## src/rtl/alu_pkg.sv

```systemverilog
// Shared ALU opcode encodings and the multiply sequencer state encoding.
// Imported by the sequencer, its interface and the bench.
package alu_pkg;

    localparam int ALU_OP_W = 3;

    localparam logic [ALU_OP_W-1:0] ALU_ADD   = 3'b000;
    localparam logic [ALU_OP_W-1:0] ALU_SUB   = 3'b001;
    localparam logic [ALU_OP_W-1:0] ALU_AND   = 3'b010;
    localparam logic [ALU_OP_W-1:0] ALU_OR    = 3'b011;
    localparam logic [ALU_OP_W-1:0] ALU_SHL   = 3'b100;
    localparam logic [ALU_OP_W-1:0] ALU_SHR   = 3'b101;
    localparam logic [ALU_OP_W-1:0] ALU_ZERO  = 3'b110;
    localparam logic [ALU_OP_W-1:0] ALU_PASSB = 3'b111;

    typedef enum logic [2:0] {
        IDLE = 3'd0,
        ADD  = 3'd1,
        SHL  = 3'd2,
        SHR  = 3'd3,
        DONE = 3'd4
    } mul_state_e;

endpackage

```

## src/rtl/alu_mul_sequencer_if.sv

```systemverilog
// Bundles the start/done handshake with the operand/result bus and the shared ALU connections.
// master = the sequencer; slave = the surrounding control unit plus the ALU.
interface alu_mul_sequencer_if
    import alu_pkg::*;
#(
    parameter int WIDTH = 16
);
    logic                start;
    logic [WIDTH-1:0]    multiplicand;
    logic [WIDTH-1:0]    multiplier;
    logic                busy;
    logic                done;
    logic [WIDTH-1:0]    product;
    logic                overflow;
    logic [WIDTH-1:0]    alu_a;
    logic [WIDTH-1:0]    alu_b;
    logic [ALU_OP_W-1:0] alu_op;
    logic [WIDTH-1:0]    alu_out;
    logic                alu_zero;
    logic                alu_cout;

    modport master (
        input  start, multiplicand, multiplier, alu_out, alu_zero, alu_cout,
        output busy, done, product, overflow, alu_a, alu_b, alu_op
    );

    modport slave (
        output start, multiplicand, multiplier, alu_out, alu_zero, alu_cout,
        input  busy, done, product, overflow, alu_a, alu_b, alu_op
    );

endinterface

```

## src/rtl/alu_mul_sequencer.sv

```systemverilog
// Shift-add multiplier controller that borrows the shared 16-bit ALU for every add and shift,
// producing the low WIDTH bits of the unsigned product and a sticky overflow flag.
module alu_mul_sequencer
    import alu_pkg::*;
#(
    parameter int WIDTH = 16,
    parameter int CNT_W = 5
) (
    input  logic               clk,
    input  logic               reset,
    alu_mul_sequencer_if.master bus
);

    mul_state_e          state_q, state_d;
    logic [WIDTH-1:0]    mcand_q, mcand_d;
    logic [WIDTH-1:0]    mplier_q, mplier_d;
    logic [WIDTH-1:0]    product_q, product_d;
    logic                overflow_q, overflow_d;
    logic [CNT_W-1:0]    cnt_q, cnt_d;
    logic [WIDTH-1:0]    alu_a, alu_b;
    logic [ALU_OP_W-1:0] alu_op;

    always_comb begin
        state_d    = state_q;
        mcand_d    = mcand_q;
        mplier_d   = mplier_q;
        product_d  = product_q;
        overflow_d = overflow_q;
        cnt_d      = cnt_q;
        alu_a      = '0;
        alu_b      = '0;
        alu_op     = ALU_ZERO;

        unique case (state_q)
            IDLE, DONE: begin
                state_d = IDLE;
                if (bus.start) begin
                    mcand_d    = bus.multiplicand;
                    mplier_d   = bus.multiplier;
                    product_d  = '0;
                    overflow_d = 1'b0;
                    cnt_d      = '0;
                    if (bus.multiplier == '0)
                        state_d = DONE;
                    else if (bus.multiplier[0])
                        state_d = ADD;
                    else
                        state_d = SHL;
                end
            end
            ADD: begin
                alu_a      = product_q;
                alu_b      = mcand_q;
                alu_op     = ALU_ADD;
                product_d  = bus.alu_out;
                overflow_d = overflow_q | bus.alu_cout;
                state_d    = SHL;
            end
            SHL: begin
                alu_a    = mcand_q;
                alu_b    = WIDTH'(1);
                alu_op   = ALU_SHL;
                mcand_d  = bus.alu_out;
                // A bit shifted out of mcand still matters if a higher multiplier bit will add it.
                overflow_d = overflow_q | (mcand_q[WIDTH-1] & (mplier_q[WIDTH-1:1] != '0));
                state_d  = SHR;
            end
            SHR: begin
                alu_a    = mplier_q;
                alu_b    = WIDTH'(1);
                alu_op   = ALU_SHR;
                mplier_d = bus.alu_out;
                cnt_d    = cnt_q + CNT_W'(1);
                if (bus.alu_zero || (cnt_q == CNT_W'(WIDTH-1)))
                    state_d = DONE;
                else if (bus.alu_out[0])
                    state_d = ADD;
                else
                    state_d = SHL;
            end
            default: state_d = IDLE;
        endcase
    end

    always_ff @(posedge clk) begin
        if (reset)
            state_q <= IDLE;
        else
            state_q <= state_d;
    end

    always_ff @(posedge clk) begin
        if (reset) begin
            mcand_q    <= '0;
            mplier_q   <= '0;
            product_q  <= '0;
            overflow_q <= 1'b0;
            cnt_q      <= '0;
        end else begin
            mcand_q    <= mcand_d;
            mplier_q   <= mplier_d;
            product_q  <= product_d;
            overflow_q <= overflow_d;
            cnt_q      <= cnt_d;
        end
    end

    assign bus.busy     = (state_q == ADD) || (state_q == SHL) || (state_q == SHR);
    assign bus.done     = (state_q == DONE);
    assign bus.product  = product_q;
    assign bus.overflow = overflow_q;
    assign bus.alu_a    = alu_a;
    assign bus.alu_b    = alu_b;
    assign bus.alu_op   = alu_op;

endmodule
```

## src/flat_wrapper.sv

```systemverilog
// flat-port wrapper written by rule: the top's interface ports become plain ports
module alu_mul_sequencer_flat import alu_pkg::*;
#(
    parameter int WIDTH = 16,
    parameter int CNT_W = 5
)
  (clk, reset, bus_start, bus_multiplicand, bus_multiplier, bus_alu_out, bus_alu_zero, bus_alu_cout, bus_busy, bus_done, bus_product, bus_overflow, bus_alu_a, bus_alu_b, bus_alu_op);
  alu_mul_sequencer_if #(.WIDTH(WIDTH)) bus_i ();
  input  logic clk;
  input  logic reset;
  input wire logic [$bits(bus_i.start)-1:0] bus_start;
  input wire logic [$bits(bus_i.multiplicand)-1:0] bus_multiplicand;
  input wire logic [$bits(bus_i.multiplier)-1:0] bus_multiplier;
  input wire logic [$bits(bus_i.alu_out)-1:0] bus_alu_out;
  input wire logic [$bits(bus_i.alu_zero)-1:0] bus_alu_zero;
  input wire logic [$bits(bus_i.alu_cout)-1:0] bus_alu_cout;
  output wire logic [$bits(bus_i.busy)-1:0] bus_busy;
  output wire logic [$bits(bus_i.done)-1:0] bus_done;
  output wire logic [$bits(bus_i.product)-1:0] bus_product;
  output wire logic [$bits(bus_i.overflow)-1:0] bus_overflow;
  output wire logic [$bits(bus_i.alu_a)-1:0] bus_alu_a;
  output wire logic [$bits(bus_i.alu_b)-1:0] bus_alu_b;
  output wire logic [$bits(bus_i.alu_op)-1:0] bus_alu_op;
  assign bus_i.start = bus_start;
  assign bus_i.multiplicand = bus_multiplicand;
  assign bus_i.multiplier = bus_multiplier;
  assign bus_i.alu_out = bus_alu_out;
  assign bus_i.alu_zero = bus_alu_zero;
  assign bus_i.alu_cout = bus_alu_cout;
  assign bus_busy = bus_i.busy;
  assign bus_done = bus_i.done;
  assign bus_product = bus_i.product;
  assign bus_overflow = bus_i.overflow;
  assign bus_alu_a = bus_i.alu_a;
  assign bus_alu_b = bus_i.alu_b;
  assign bus_alu_op = bus_i.alu_op;
  alu_mul_sequencer #(.WIDTH(WIDTH), .CNT_W(CNT_W)) u_core (.clk(clk), .reset(reset), .bus(bus_i));
endmodule
```

## config.mk

```make
export PLATFORM = sky130hd
export DESIGN_NAME = alu_mul_sequencer_flat
export DESIGN_NICKNAME = d
export VERILOG_FILES = /design/src/rtl/alu_pkg.sv /design/src/rtl/alu_mul_sequencer_if.sv /design/src/rtl/alu_mul_sequencer.sv /design/src/flat_wrapper.sv
export SDC_FILE = /design/constraint.sdc
export NUM_CORES = 1
export LEC_CHECK = 0
export ABC_CLOCK_PERIOD_IN_PS = 3920
export CORE_AREA = 5 5 93 95
export DETAILED_ROUTE_END_ITERATION = 16
export DIE_AREA = 0 0 98 100
export DONT_BUFFER_PORTS = 1
export PLACE_DENSITY_LB_ADDON = 0.12
export SYNTH_ARGS = -nofsm -noshare
export SYNTH_HDL_FRONTEND = slang
export SYNTH_SLANG_ARGS = --single-unit
```

## constraint.sdc

```tcl
create_clock -name clk -period 3.92 [get_ports clk]
set_input_delay 0.588 -clock clk [delete_from_list [all_inputs] [get_ports clk]]
set_output_delay 0.588 -clock clk [all_outputs]
set_load 0.01 [all_outputs]
```

==> results.ini <==
[synth]
synthFlopType = dfxtp_1
synth_area_um2 = 2970
synth_xor_area_share_pct = 0
ys_seq_area_share_pct = 38.42
syn-num-nets = 431
synth-seq-cells = 57
synthSimpleGateAreaFrac_pct = 27.30
syn_avg_cell_area_um2 = 7.900
synth.distinct_cells = 35
yosysTopAreaCell = dfxtp_1
yosysWarnings = 0
synth_top_area_share_pct = 38.42
synth_adder_area_share_pct = 0.8425
synth_compound_area_share_pct = 21.06
async_flop_share_pct = 0
ys_top_cells_by_area = dfxtp_1, nor2_1, a311oi_1
synth_top_family_by_area = simple AND/OR/NAND/NOR gates
synth_edf_count = 0
synth_mux_area_share_pct = 6.066
synth_cells = 376

[hold_path]
hold_start = reset
hold_path_class = primary input to register

[grt]
grt_max_degree = 56
grt_use_total_pct = 19.99
grt_pass1_wl_um = 15450
first_global_vias = 2689
antenna_found_initial = 0
grt-ovfl-total = 0

[timing]
max_slew.worst_pin.slew_ns = 0.8673
hold_viol_final = 0
rsz0062_at_grt = no
whs_ns = 0.3296
tns_ns = 0
fin_crit_sh_pct = 69.75
finalClockSkew_ns = 0.003380
max-slew-margin-rel_pct = 42.11
final-setup-viol-count = 0
finalMaxSlewViolations = 0
fmax_mhz = 365.8
period_needed_ns = 2.734

[clock_tree]
post-cts-setup-buffers = 0
cts-root-buf = clkbuf_8
cts_buffers = 9
cts_sinks = 57
h-tree-depth = 3
postCtsHoldBufs = 0
cts_tree = yes
postCtsResizedCells = 0
cts_buffer_depth = 2
clk_latency_ns = 0.33
path_clk_slew_ns = 0.06

[floorplanning]
core_um2 = 7647
die_h_um = 100
die_w_um = 98
ios = 107
die_area_um2 = 9800
fp-row-count = 32
start_util_pct = 38.84

[finish]
fillers = 811
nNetsFinal = 417
final_cell_mix = nor2_1, nand2_1, dfxtp_1
syn2layout_area_growth_pct = 6.108
drive_gt1_share_pct = 10.93
final_common_cell = nor2_1
antenna_cells = 0

[detailed_routing]
drc = 0
num_vias = 2743
via_per_inst = 5.861
first_pass_iters = 4
wl_per_cell_um = 21.21
finalWirelength_um = 9925
drtIter0Drc = 134
detail-route-antenna-nets = 0

[job]
maxCapViolations = 0

[pwr]
p_per_area_nw_per_um2 = 467.0
leakagePower_uw = 0.001165
ir_drop_uv = 265.1

[setup_path]
cp_slowest_stage_delay_ns = 0.63
crit_arrival_ns = 2.15
path_class = register to output port
crit_fanout = 20
start_kind = register
cp-startpoint = u_core.state_q[0]
slowest_stage = nor3b_4
worstPathCellList = nor3b_4, buf_4, and2_1
rr_startpoint = u_core.state_q[1]
cp-end-kind = output port
required_ns = 3.33

[placement]
hpwl_um = 6777
io_buffers = 0
gp_congestion = 0.8391

[run_status]
status = complete, no violations

==> routing by layer <==
layer / part of all wire, % / up-vias / track usage [%]
li1: - / 1304 / -
met1: 43 / 1321 / 24.76
met2: 46 / 107 / 31.52
met3: 9.6 / 11 / 9.104
met4: 1.4 / 0 / 5.431
met5: 0 / - / 0
==> synth_stat cells (all sizes together) (2+ instances only) <==
cell	n
a22oi	33
a311oi	31
a31oi	2
nor3b	2
inv	5
nor4	7
nor2b	2
a21oi	7
clkbuf	16
buf	17
o21ai	2
nand3	3
nand2	66
nor2	78
and2	16
dfxtp	57
a211oi	2
mux2	16
nand4	2
nand3b	2
nand2b	2
ha	2
==> logic make-up after synthesis <==
group	count (synthesis)
AO/OA/AOI/OAI	81
adder cells (fa/ha/maj)	2
buffers and inverters	38
flip-flops	57
multiplexers	16
AND/OR/NAND/NOR	182
==> per-stage QoR <==
step                setup slack, ns  total power (uW)  cell area, um2  cells  utilization, %
floorplan                     1.925             953.6            2970    376               -
global placement              1.561              1020            2995    453           39.17
detailed placement            1.531              1024            2995    453           39.17
CTS                           1.173              1492            3152    468           41.21
global route                  1.001              1556            3152    468           41.21
finish                        1.186              1472            3152    468           41.21
==> registers in the layout (all words and copies together), names as in the netlist <==
name / flops
u_core.bus.product: 16
u_core.cnt_q: 5
u_core.mcand_q: 16
u_core.bus.overflow: 1
u_core.mplier_q: 16
u_core.state_q: 3
==> worst max-delay path: cells and delay by family, from the launching register on <==
| family | cells | cell delay [ns] |
|---|---|---|
| flops | 1 | 0.59 |
| simple gates | 2 | 0.85 |
| buf+inv | 1 | 0.37 |
==> power by group <==
part	internal [uW]	switching [uW]	total (uW)
logic	110	197	308
clock network	245	218	463
registers	639	62.6	701
==> final timing paths <==
| kind | to | slack [ns] | cells past startpoint |
|---|---|---|---|
| max | bus_alu_b[11] | 1.19 | 3 |
| min | u_core.bus.product[1] | 0.33 | 1 |
| max reg2reg | u_core.bus.overflow | 1.52 | 5 |
| min reg2reg | u_core.cnt_q[3] | 0.46 | 1 |
==> final cells by class <==
class / count / area, um2 / area share [%]
timing repair buffer: 8 / 60.06 / 1.906
clock buffer: 15 / 156.4 / 4.962
multi-input combinational: 281 / 1648 / 52.28
inverter: 5 / 18.77 / 0.5955
tap: 102 / 127.6 / 4.049
sequential: 57 / 1141 / 36.20
(Power assumes the default switching activity.)
